**config.mk**
```make
export PLATFORM = sky130hd
export DESIGN_NAME = cmp_flags_unit
export DESIGN_NICKNAME = d
export VERILOG_FILES = /design/src/rtl/cmp_flags_unit.sv
export SDC_FILE = /design/constraint.sdc
export NUM_CORES = 1
export LEC_CHECK = 0
export BUFFER_PORTS_ARGS = -buffer_cell sky130_fd_sc_hd__buf_2
export CORE_MARGIN = 8
export CORE_UTILIZATION = 53
export DETAILED_ROUTE_END_ITERATION = 8
export PLACE_DENSITY = 0.8
export SYNTH_ARGS = -nofsm -noshare
export SYNTH_HDL_FRONTEND = slang
export SYNTH_SLANG_ARGS = --single-unit
```
**constraint.sdc**
```tcl
create_clock -name clk -period 0.8 [get_ports clk]
set_input_delay 0.08 -clock clk [delete_from_list [all_inputs] [get_ports clk]]
set_output_delay 0.08 -clock clk [all_outputs]
set_load 0.05 [all_outputs]
```
**src/rtl/cmp_flags_unit.sv**
```systemverilog
// Registered compare unit: subtracts In2 from In1 and captures ARM-style {N,Z,C,V}
// flags one clock later, or reloads the incoming architectural flags when disabled.
module cmp_flags_unit #(
  parameter int WIDTH = 32
) (
  input  logic             clk,
  input  logic             rst,
  input  logic [WIDTH-1:0] In1,
  input  logic [WIDTH-1:0] In2,
  input  logic [3:0]       Flag,
  input  logic             En,
  output logic [3:0]       New_Flag
);

  logic [3:0] flag_d;
  logic [3:0] flag_q;

  // Subtraction done as In1 + ~In2 + 1 so the carry out is the "no borrow" flag.
  function automatic logic [3:0] sub_flags(input logic signed [WIDTH-1:0] a,
                                           input logic signed [WIDTH-1:0] b);
    logic [WIDTH:0] sum;
    logic           n, z, c, v;
    sum = {1'b0, a} + {1'b0, ~b} + {{WIDTH{1'b0}}, 1'b1};
    n   = sum[WIDTH-1];
    z   = (sum[WIDTH-1:0] == '0);
    c   = sum[WIDTH];
    v   = (a[WIDTH-1] != b[WIDTH-1]) && (sum[WIDTH-1] != a[WIDTH-1]);
    return {n, z, c, v};
  endfunction

  always_comb begin
    flag_d = Flag;
    if (En) begin
      flag_d = sub_flags($signed(In1), $signed(In2));
    end
  end

  // Stage boundary: operands sampled here, flags visible one clock later.
  always_ff @(posedge clk or posedge rst) begin
    if (rst) begin
      flag_q <= 4'b0000;
    end else begin
      flag_q <= flag_d;
    end
  end

  assign New_Flag = flag_q;

endmodule

```
==> flow_metrics.tcl, run 1 <==
set metrics [dict create \
    grt_overflow 531 \
    synth_largest_area_cell "ha_1" \
    root_buffer "clkbuf_8" \
    netlist_instances 341 \
    synth_seq_cells 4 \
    cts.sinks 4 \
    synth_edf_count 0 \
    h-tree-depth 1 \
    clockBufferDepth 2 \
    netlist.area_leader.share_pct 17.3 \
    synth_area_um2 2320 \
    ys_types 67 \
    hpwlAfterDp_um 7150 \
    io_buffers 74 \
    place.gp.congestion 0.901 \
    cts_made_buffers 3 \
    syn_area_per_cell_um2 6.80 \
    grt_usage_pct 88.6 \
    synthTopCellsByArea "ha_1, a21oi_1, inv_1" \
    synth-seq-area-share_pct 4.32 \
    io_pins 75 \
    outcome "stopped before the end" \
    initial_utilization_pct 54.0 \
    async_reset_ff_share_pct 100 \
    die_height_um 82.1 \
    dp.cells 561 \
    grt_start_max_net_pins 9 \
    rows 24 \
    ys.flop_type "dfrtp_1" \
    die_w_um 82.1 \
    haltStage "global routing" \
    worst-ep-kind "register input" \
    grt_repair_worst_endpoint "New_Flag[2]$_DFF_PP0_/D" \
    yosysWarnings 0 \
    synth_nets 444 \
    error "[ERROR GRT-0232] Routing congestion too high. Check the congestion heatmap in the GUI." \
]
-- cell usage after synthesis, drive strengths merged (5+ instances only) --
cell	count
xnor2	9
mux2i	6
a21oi	30
o22ai	5
a211oi	7
ha	32
nor2	23
nand2	36
nand4	7
o21a	9
nor3	10
o21ai	17
a2111oi	6
buf	6
a31oi	5
nand3	12
a21o	7
inv	39
and2	7
-- per-layer routing --
metal,global-route usage [%],overflow
met5,31.5,0
met3,57.8,7
met4,99.6,115
met2,125,407
met1,78.1,2
-- metrics by stage --
stage	util [%]	area (um^2)	setup WS (ns)
after CTS	93.2	4000	-1.88
after detailed placement	83.2	3570	-2.40
after global placement	83.2	3570	-2.20
after floorplan	-	2440	-1.92
-- repair_timing --
| action | 4_1_cts |
|---|---|
| setup buffers | 5 |
| resized for setup | 58 |
| pin swaps | 14 |
| endpoints found under the hold margin | 4 |
| endpoints found under the setup margin | 8 |
| hold buffers | 1 |
-- logic make-up after synthesis --
kind of cell,count (synthesis),share of synthesized area [%]
simple gates,128,30.1
compound gates,108,31.7
buf+inv,49,8.58
fa+ha+maj,32,17.3
xor+xnor,13,4.91
mux,7,3.08
flops,4,4.32
==> run 2: changes to the inputs <==
--- a/config.mk
+++ b/config.mk
@@ -7,9 +7,9 @@
 export LEC_CHECK = 0
 export BUFFER_PORTS_ARGS = -buffer_cell sky130_fd_sc_hd__buf_2
 export CORE_MARGIN = 8
-export CORE_UTILIZATION = 53
+export CORE_UTILIZATION = 39
 export DETAILED_ROUTE_END_ITERATION = 8
-export PLACE_DENSITY = 0.8
+export PLACE_DENSITY_LB_ADDON = 0.15
 export SYNTH_ARGS = -nofsm -noshare
 export SYNTH_HDL_FRONTEND = slang
 export SYNTH_SLANG_ARGS = --single-unit
==> run 2 against run 1 <==
Against the previous run: the flow now finishes, with violations (negative setup slack); synthesized cell count unchanged; area after synthesis unchanged.
==> flow_metrics.tcl, run 2 <==
set metrics [dict create \
    outcome "finished with violations" \
    violations "negative setup slack" \
    hold_violations 0 \
    grt_pass1_vias 3193 \
    area_growth_syn_to_layout_pct 80.4 \
    async_reset_ff_share_pct 100 \
    vias 3168 \
    synthTopCellsByArea "ha_1, a21oi_1, inv_1" \
    final_common_cell "buf_4" \
    worst_slack_ns -1.93 \
    seq_area_um2 100 \
    multiInputGateArea_um2 2470 \
    worstMarginPinSlew_ns 0.474 \
    hold_class "input port to register" \
    synth_edf_count 0 \
    critPathMaxStageDelay_ns 0.53 \
    fin_hold_ws_ns 0.117 \
    slew_headroom_pct 68.1 \
    netlist.area_leader.share_pct 17.3 \
    rows 28 \
    finalMaxSlewViolations 0 \
    wire_per_inst_um 14.5 \
    die_height_um 93.1 \
    synth-seq-area-share_pct 4.32 \
    detail-route-antenna-nets 0 \
    ys_types 67 \
    yosysWarnings 0 \
    final_layout_size_suffix_gt1_share_pct 49.7 \
    p_per_area_nw_per_um2 939 \
    hpwlAfterDp_um 6660 \
    clockBufferDepth 2 \
    synth_largest_area_cell "ha_1" \
    cp_num_buf_inv 3 \
    largest_reg_flops 4 \
    ys.flop_type "dfrtp_1" \
    route.detailed.drc 0 \
    place.gp.congestion 0.946 \
    wl_um 8690 \
    grt_overflow 0 \
    period_share_pct 341 \
    cts_made_buffers 3 \
    dp.cells 578 \
    cts.sinks 4 \
    p_leak_nw 2.00 \
    drt-pass1-iter-count 5 \
    syn_area_per_cell_um2 6.80 \
    die-area_um2 8660 \
    synth_area_um2 2320 \
    cp.arrival_ns 2.85 \
    path_max_fanout 4 \
    drt_iter0_drc 134 \
    drv_cap 0 \
    synth_common_cells "inv_1, nand2_1, ha_1" \
    path_class "input port to register" \
    endpoint_kind "register" \
    finalSetupViolations 8 \
    total_power_mw 3.92 \
    grt_pass1_wl_um 14000 \
    clk_pin_slew_ns 0.03 \
    die_w_um 93.1 \
    period_minus_slack_ns 2.73 \
    worst_ep_required_time_ns 0.91 \
    critPathSlowestCell "or4_4" \
    coreArea_um2 5820 \
    setup_tns_ns -6.36 \
    final_cell_count_no_fill 598 \
    root_buffer "clkbuf_8" \
    initial_utilization_pct 39.8 \
    antenna_cells 0 \
    cts_tree "yes" \
    via_per_inst 5.30 \
    final_cell_mix "buf_4, buf_2, nand2_1" \
    vdd_drop_max_mv 0.936 \
    finalNetCount 628 \
    fill_cells 487 \
    synth_nets 444 \
    yosysMostFrequentCell "inv_1" \
    rsz0062_at_grt "yes" \
    io_buffers 74 \
    grt_start_max_net_pins 9 \
    critical_path.cell_chain "buf_6, inv_4, ha_4, nor2b_4, o2111ai_4, a2111oi_4, buf_4, o31ai_4, nor2_2, mux2i_1, or4_1, or4_4, o32ai_4" \
    h-tree-depth 1 \
    cpLargestDelayFamily "simple AND/OR/NAND/NOR gates" \
    netlist_instances 341 \
    grt_usage_pct 18.8 \
    antenna_found_initial 0 \
    clock.fmax_ghz 0.366 \
    synth_seq_cells 4 \
    start_kind "input port" \
    io_pins 75 \
]
-- run 2: cell counts after synthesis --
Identical to the previous run, type by type.
-- run 2: cells by family (layout without fill, tap and decap cells) --
family	after synthesis	count (layout)	share of synthesized area [%]
muxes	7	7	3.08
adders and majority gates	32	32	17.3
DFF	4	4	4.32
xor gates and xnor gates	13	13	4.91
buffers and inverters	49	231	8.58
AOI/OAI and AO/OA	108	108	31.7
and+or+nand+nor	128	128	30.1
-- run 2: layout make-up --
class                           instances  area share, %
Tap cell                               75           2.24
Clock buffer                            3          0.988
Inverter                               39           3.68
Multi-Input combinational cell        288           59.1
Timing Repair Buffer                  189           31.5
Sequential cell                         4           2.39
-- run 2: per-layer routing --
metal  vias to the layer above  track usage, %  share of wire [%]
li1                       1628               -                  -
met1                      1434            22.1                 41
met2                        92            35.0                 52
met3                        14            2.56                5.1
met4                         0            3.89                1.8
met5                         -               0                  0
-- run 2: report_power, final --
group / internal, mW / switching (mW) / leakage, nW / total (mW)
combinational: 1.69 / 1.58 / 1.93 / 3.27
clock: 0.321 / 0.101 / 0.0216 / 0.422
sequential: 0.226 / 0.0108 / 0.0485 / 0.236
-- run 2: repair_timing --
action                                  4_1_cts  5_1_grt
hold buffers                                  1        0
gates resized for setup                      52       22
buffers inserted                             12        6
endpoints found under the setup margin        8        8
pin swaps                                    22       25
hold endpoints to repair                      4        0
-- run 2: metrics by stage --
step | area (um^2) | setup slack (ns) | utilization, %
after floorplan | 2440 | -1.92 | -
after global placement | 3560 | -2.19 | 61.2
after detailed placement | 3560 | -2.20 | 61.2
after CTS | 4000 | -1.88 | 68.8
after global routing | 4180 | -2.05 | 71.9
final | 4180 | -1.93 | 71.9
-- run 2: worst paths after layout --
path                                to  slack [ns]  cells past startpoint     from
hold / removal             New_Flag[3]        0.12                      2  Flag[3]
max in group asynchronous  New_Flag[1]        0.36                      3      rst
min in group asynchronous  New_Flag[3]        0.29                      3      rst
setup / recovery           New_Flag[2]       -1.93                     13   In2[1]
Note: power is estimated with default switching activity, not from simulation.
